--- src/rtl/waveform_readout_controller.sv ---
// Trigger-driven waveform readout: arms on trigger, waits out capture,
// then streams a 4-byte header and 2 bytes per sample to a UART.
module waveform_readout_controller #(
    parameter int NSAMPLES = 500,
    parameter int HOLDOFF  = 16
) (
    input  logic        clk,
    input  logic        reset,
    input  logic        trigIn,
    input  logic        armEn,
    output logic        trigOut,
    output logic [8:0]  sampleAddr,
    input  logic [13:0] sampleData,
    input  logic [15:0] waveNumber,
    output logic [7:0]  txData,
    output logic        txValid,
    input  logic        txReady,
    output logic        busy,
    output logic [7:0]  dropCount
);

    localparam logic [2:0] S_IDLE    = 3'd0;
    localparam logic [2:0] S_CAPTURE = 3'd1;
    localparam logic [2:0] S_HEADER  = 3'd2;
    localparam logic [2:0] S_SAMPLES = 3'd3;
    localparam logic [2:0] S_HOLDOFF = 3'd4;

    localparam logic [9:0] CAP_LAST  = 10'(NSAMPLES + 1);
    localparam logic [9:0] HOLD_LAST = 10'(HOLDOFF - 1);
    localparam logic [8:0] ADDR_LAST = 9'(NSAMPLES - 1);

    logic [2:0]  state;
    logic [9:0]  cnt;
    logic [8:0]  addr;
    logic        half;
    logic [15:0] wnum;
    logic        trig_q;
    logic        xfer;
    logic        trig_rise;
    logic        accept;

    assign txValid    = (state == S_HEADER) || (state == S_SAMPLES);
    assign xfer       = txValid && txReady;
    assign busy       = (state != S_IDLE);
    assign sampleAddr = (state == S_SAMPLES) ? addr : 9'd0;
    assign trig_rise  = trigIn && !trig_q;
    assign accept     = (state == S_IDLE) && trigIn && armEn;

    // Byte mux is held by state/index regs, so it stays stable under stall.
    always_comb begin
        txData = 8'h00;
        case (state)
            S_HEADER: begin
                case (cnt[1:0])
                    2'd0:    txData = 8'hA5;
                    2'd1:    txData = 8'h5A;
                    2'd2:    txData = wnum[15:8];
                    default: txData = wnum[7:0];
                endcase
            end
            S_SAMPLES: begin
                txData = half ? sampleData[7:0] : {2'b00, sampleData[13:8]};
            end
            default: txData = 8'h00;
        endcase
    end

    always_ff @(posedge clk or posedge reset) begin
        if (reset) begin
            state     <= S_IDLE;
            cnt       <= 10'd0;
            addr      <= 9'd0;
            half      <= 1'b0;
            wnum      <= 16'd0;
            trig_q    <= 1'b0;
            trigOut   <= 1'b0;
            dropCount <= 8'd0;
        end else begin
            trig_q  <= trigIn;
            trigOut <= accept;
            if (busy && trig_rise && dropCount != 8'hFF) begin
                dropCount <= dropCount + 8'd1;
            end
            case (state)
                S_IDLE: begin
                    if (accept) begin
                        state <= S_CAPTURE;
                        cnt   <= 10'd0;
                    end
                end
                S_CAPTURE: begin
                    if (cnt == CAP_LAST) begin
                        state <= S_HEADER;
                        cnt   <= 10'd0;
                        wnum  <= waveNumber;
                    end else begin
                        cnt <= cnt + 10'd1;
                    end
                end
                S_HEADER: begin
                    if (xfer) begin
                        if (cnt[1:0] == 2'd3) begin
                            state <= S_SAMPLES;
                            cnt   <= 10'd0;
                            addr  <= 9'd0;
                            half  <= 1'b0;
                        end else begin
                            cnt <= cnt + 10'd1;
                        end
                    end
                end
                S_SAMPLES: begin
                    if (xfer) begin
                        half <= !half;
                        if (half) begin
                            if (addr == ADDR_LAST) begin
                                state <= S_HOLDOFF;
                                addr  <= 9'd0;
                                cnt   <= 10'd0;
                            end else begin
                                addr <= addr + 9'd1;
                            end
                        end
                    end
                end
                S_HOLDOFF: begin
                    if (cnt == HOLD_LAST) begin
                        state <= S_IDLE;
                        cnt   <= 10'd0;
                    end else begin
                        cnt <= cnt + 10'd1;
                    end
                end
                default: state <= S_IDLE;
            endcase
        end
    end

endmodule
--- config.mk ---
export PLATFORM = sky130hd
export DESIGN_NAME = waveform_readout_controller
export DESIGN_NICKNAME = d
export VERILOG_FILES = /design/src/rtl/waveform_readout_controller.sv
export SDC_FILE = /design/constraint.sdc
export NUM_CORES = 1
export LEC_CHECK = 0
export CAP_MARGIN = 10
export CELL_PAD_IN_SITES_DETAIL_PLACEMENT = 1
export CELL_PAD_IN_SITES_GLOBAL_PLACEMENT = 2
export CORE_MARGIN = 1
export CORE_UTILIZATION = 31
export DETAILED_ROUTE_END_ITERATION = 16
export PLACE_DENSITY = 0.89
export SYNTH_ARGS = -nofsm -noshare
export SYNTH_HDL_FRONTEND = slang
export SYNTH_SLANG_ARGS = --single-unit
--- constraint.sdc ---
create_clock -name clk -period 2.5 [get_ports clk]
set_input_delay 0.25 -clock clk [delete_from_list [all_inputs] [get_ports clk]]
set_output_delay 0.25 -clock clk [all_outputs]
set_load 0.05 [all_outputs]
=== Yosys cells after proc, flatten, opt, wreduce, memory -nomap -nowiden ===
Index checks and enable logic that the tools add are counted.

* Register bits after elaboration: 49
* Output and inout port bits: 28

* Add/sub/neg operators: 3
* Equality and inequality tests: 19
* Muxes and demuxes: 32
* Reduce and logical (&&, ||, !) cells: 19

{| class="wikitable"
|+ Operator list
! operator !! number
|-
| $mux W10 || 8
|-
| $mux W9 || 6
|-
| $pmux W10 S5 || 1
|-
| $mux W3 || 8
|-
| $pmux W8 S3 || 1
|-
| $pmux W9 S2 || 1
|-
| $pmux W8 S2 || 1
|-
| $pmux W3 S5 || 1
|-
| $ne A2 B2 Y1 const B || 6
|-
| $add A10 B1 Y10 const B || 1
|-
| $eq A10 B4 Y1 const B || 1
|-
| $eq A10 B9 Y1 const B || 1
|-
| $add A9 B1 Y9 const B || 1
|-
| $eq A9 B9 Y1 const B || 1
|-
| $add A8 B1 Y8 const B || 1
|-
| $mux W8 || 1
|-
| $ne A8 B8 Y1 const B || 1
|-
| $reduce_and A8 Y1 || 1
|-
| $eq A3 B2 Y1 const B || 2
|-
| $logic_and A1 B1 Y1 || 6
|-
| $reduce_and A6 Y1 || 1
|-
| $reduce_and A5 Y1 || 1
|-
| $reduce_bool A5 Y1 || 1
|-
| $eq A2 B2 Y1 const B || 2
|-
| 14 further kinds || 18
|}

=== Logic depth before layout (Yosys ltp) ===
* Depth in word-level cells: 5
* Gate-level depth with buffers: 8
* Depth with buffers taken out: 7

=== Worst setup path after synthesis ===
OpenSTA, ideal clock, no wires.

* Path type: register to output
* Start point: register cnt[0]
* End point: output txData[0]
* Data arrival time: 2379 ps
* Required time: 2250 ps
* Slack: -129 ps
* Stages on the path, launching flop included: 6
* Buffers on the path: 2
* Path through: dfrtp_1 -> ha_1 -> clkbuf_1 -> buf_1 -> a211oi_1 -> a211oi_1

* Cells in the longest elaborated chain, start to end: 3
* Elaborated cells on any way between the ends: 5
* Classes of those cells: 2 x eq/ne; 2 x mux; 1 x reduce/logical

{| class="wikitable"
|+ RTL lines
! what !! line !! RTL
|-
| from (decl) || 33 || <nowiki>logic [9:0] cnt;</nowiki>
|-
| from (signal assigned) || 97 || <nowiki>cnt <= cnt + 10'd1;</nowiki>
|-
| from (signal assigned) || 108 || <nowiki>cnt <= cnt + 10'd1;</nowiki>
|-
| from (signal assigned) || 131 || <nowiki>cnt <= cnt + 10'd1;</nowiki>
|-
| $eq A2 B2 Y1 (tied with other cells) || 54 || <nowiki>case (cnt[1:0])</nowiki>
|-
| $pmux W8 S3 (*) || 54 ||
|-
| $pmux W8 S2 (*) || 52 || <nowiki>case (state)</nowiki>
|-
| to (decl) || 15 || <nowiki>output logic [7:0] txData,</nowiki>
|}

Mark *: on every way between the ends. The rest lies on a longest branch, timed or not.

=== Worst setup path in the final report ===
* Start point: register cnt[4]
* End point: register state[0]

* Cells in the longest elaborated chain, start to end: 3
* Elaborated cells on any way between the ends: 5
* Classes of those cells: 4 x eq/ne; 1 x reduce/logical

{| class="wikitable"
|+ RTL lines
! what !! line !! RTL
|-
| $eq A10 B4 Y1 or $eq A10 B9 Y1 (tied branches) || 127, 92 ||
|-
| $ne A2 B2 Y1 (no source line) || - ||
|-
| $reduce_and A8 Y1 (no source line) (*) || - ||
|-
| to (signal assigned) || 117 || <nowiki>state <= S_HOLDOFF;</nowiki>
|-
| to (signal assigned) || 128 || <nowiki>state <= S_IDLE;</nowiki>
|-
| to (signal assigned) || 134 || <nowiki>default: state <= S_IDLE;</nowiki>
|-
| to (decl) || 32 || <nowiki>logic [2:0] state;</nowiki>
|}

Marks and branches as above.
A chain may end at the register's enable or synchronous reset.

==> results.json <==
{
  "cts_setup_buffers": 0,
  "period_needed_ps": 2313,
  "cts_sinks": 49,
  "antenna_cells": 0,
  "power_density_mw_per_mm2": 1040,
  "syn_avg_cell_area_um2": 9.854,
  "cts_resized": 0,
  "clk_pin_slew_ps": 100,
  "multi_input_area_mm2": 0.001495,
  "core_area_mm2": 0.008721,
  "ys_ff_latch": 49,
  "fin_nets": 389,
  "slew_headroom_pct": 53.07,
  "rows": 34,
  "required_ps": 2700,
  "insertion_delay_ps": 310,
  "finalMaxSlewViolations": 0,
  "final.fill_count": 962,
  "num_vias": 2424,
  "drv_cap": 0,
  "grt_pass1_wl_um": 12270,
  "grt_usage_pct": 15.90,
  "remaining_drc_errors": 0,
  "ys_seq_area_share_pct": 44.12,
  "crit_type": "flop to flop",
  "status": "complete, no violations",
  "synthToLayoutAreaGrowth_pct": 38.54,
  "ff_latch_area_mm2": 0.001226,
  "gp_congestion": 0.7468,
  "setup_viol": 0,
  "yosys-top-cells-area": "dfrtp_1 44%, mux2_2 7.3%, a211oi_1 4.1%",
  "ant_nets": 0,
  "io_buffers": 62,
  "syn_nets": 324,
  "yosys.area.top_type": "dfrtp_1",
  "period_share_pct": 92.51,
  "layout-drive-gt1-share_pct": 20.98,
  "p_leak_nw": 1.742,
  "hold_violations": 0,
  "synth_edf_count": 0,
  "die-area_mm2": 0.009347,
  "dpl_cell_area_mm2": 0.003764,
  "synthArstFlopShare_pct": 100.0,
  "first_global_vias": 2578,
  "cts_buffer_depth": 2,
  "dp_slack_ps": 211.4,
  "routed_wl_um": 7089,
  "cts_hold_buf": 0,
  "cts-root-buf": "clkbuf_8",
  "first_iter_violations": 74,
  "end_kind": "flop",
  "rsz0062_at_grt": "no",
  "synth_ff_type": "dfrtp_1",
  "fmax_ghz": 0.4324,
  "gr-total-overflow": 0,
  "arrival_ps": 2510,
  "synth_cell_type_count": 52,
  "design_area_mm2": 0.003850,
  "cts_tree": "yes",
  "die_width_um": 96.68,
  "vias_per_cell": 5.316,
  "crit_path_max_fanout": 7,
  "htree_levels": 2,
  "antenna_found_initial": 0,
  "ir_drop_v": 0.0007959,
  "hold_path_class": "input port to asynchronous set/reset pin",
  "synth_top_cell_area_share_pct": 44.12,
  "mappedNetlistArea_mm2": 0.002779,
  "start_util_pct": 31.87,
  "yosys_warnings": 0,
  "place.detailed.hpwl_um": 5341,
  "firstDrtPassIters": 4,
  "drt-wirelength-per-cell_um": 15.55,
  "syn_inst": 282,
  "fin_skew_ps": 10.01,
  "grt_max_degree": 30,
  "ios": 63,
  "fp.dieH_um": 96.68,
  "numCtsBuffers": 5,
  "worst_pin_slew_ps": 700.7,
  "worstSetupStartpointType": "flop",
  "setup_slack_ps": 187.3,
  "fin_tns_setup_ps": 0
}
[cell families after synthesis]
family | share of synthesized area [%]
compound gates | 16.25
buf+inv | 3.152
mux | 9.995
simple gates | 19.86
flops | 44.12
fa+ha+maj | 3.152
xor+xnor | 3.467
[cell usage after synthesis, types with 2 or more instances]
cell and n:
ha_1 7, clkbuf_1 9, o31ai_1 2, xnor2_1 7
mux2_2 18, a211oi_1 15, buf_1 2, nand4_1 4
buf_2 4, xor2_1 4, o211ai_1 2, nor3_1 8
dfrtp_1 49, a21oi_1 10, o21ai_0 16, nand3b_1 2
a31oi_1 4, or2_2 2, nand3_1 7, inv_1 7
o21bai_1 2, a22o_1 5, or3_1 2, a21o_1 2
mux2i_1 6, nand2_1 13, and3_1 16, or3b_2 2
nand2b_1 4, nor2b_1 4, nor2_1 26
[stage by stage]
step	power, W	hold WS (ps)	std cells	util [%]
2_1_floorplan	0.002576	281.4	282	-
3_3_place_gp	0.003519	475.3	448	43.16
3_5_place_dp	0.003572	496.6	448	43.16
4_1_cts	0.004057	341.8	456	44.15
5_1_grt	0.004261	382.3	456	44.15
6_report	0.004002	319.4	456	44.15
[final cells by class]
type / count / share of cell area [%]
Multi-Input combinational cell: 211 / 38.84
Sequential cell: 49 / 31.85
Timing Repair Buffer: 73 / 22.88
Tap cell: 108 / 3.510
Clock buffer: 5 / 1.787
Inverter: 7 / 0.6825
Clock inverter: 3 / 0.4550
[sequential cells by signal, indices dropped and copies added (netlist names)]
name,flops
addr,9
cnt,10
dropCount,8
half,1
state,3
trigOut,1
trig_q,1
wnum,16
[final timing paths]
check / start / endpoint / slack (ps) / cells past startpoint
setup / recovery: cnt[4] / state[0] / 190 / 5
hold / removal: reset / trigOut / 320 / 2
setup reg to reg: cnt[4] / state[0] / 190 / 5
hold reg to reg: dropCount[4] / dropCount[4] / 500 / 1
max in group asynchronous: reset / cnt[0] / 1550 / 3
min in group clk: trigIn / trig_q / 470 / 1
[power breakdown]
part / leakage (nW) / internal [W] / switching [W]
Combinational: 1.04 / 0.00106 / 0.00141
Clock: 0.0439 / 0.000194 / 0.000277
Sequential: 0.662 / 0.000897 / 0.000165
[cells in the final DEF (no fill, tap or decap), types with 8 or more instances in the layout]
master	count
o21ai_0	16
buf_4	12
buf_12	18
and3_1	16
a211oi_1	9
nand2_1	13
clkdlybuf4s50_1	43
a21oi_1	10
nor2_1	26
nor3_1	8
mux2_2	18
dfrtp_1	49
[worst max-delay path, stage by stage (launching register included)]
cell and delay, ps:
dfrtp_1 450, or4_1 540, o311a_1 350, a21o_1 220
or3_4 360, mux2_4 300
[per-layer routing]
metal | vias up | wire length [um] | GRT usage (%)
met5 | - | 0 | 0
met4 | 0 | 45 | 3.444
met3 | 6 | 236 | 3.035
met2 | 39 | 3500 | 26.92
met1 | 1224 | 3307 | 21.08
li1 | 1155 | - | -
Note: power is estimated with default switching activity, not from simulation.
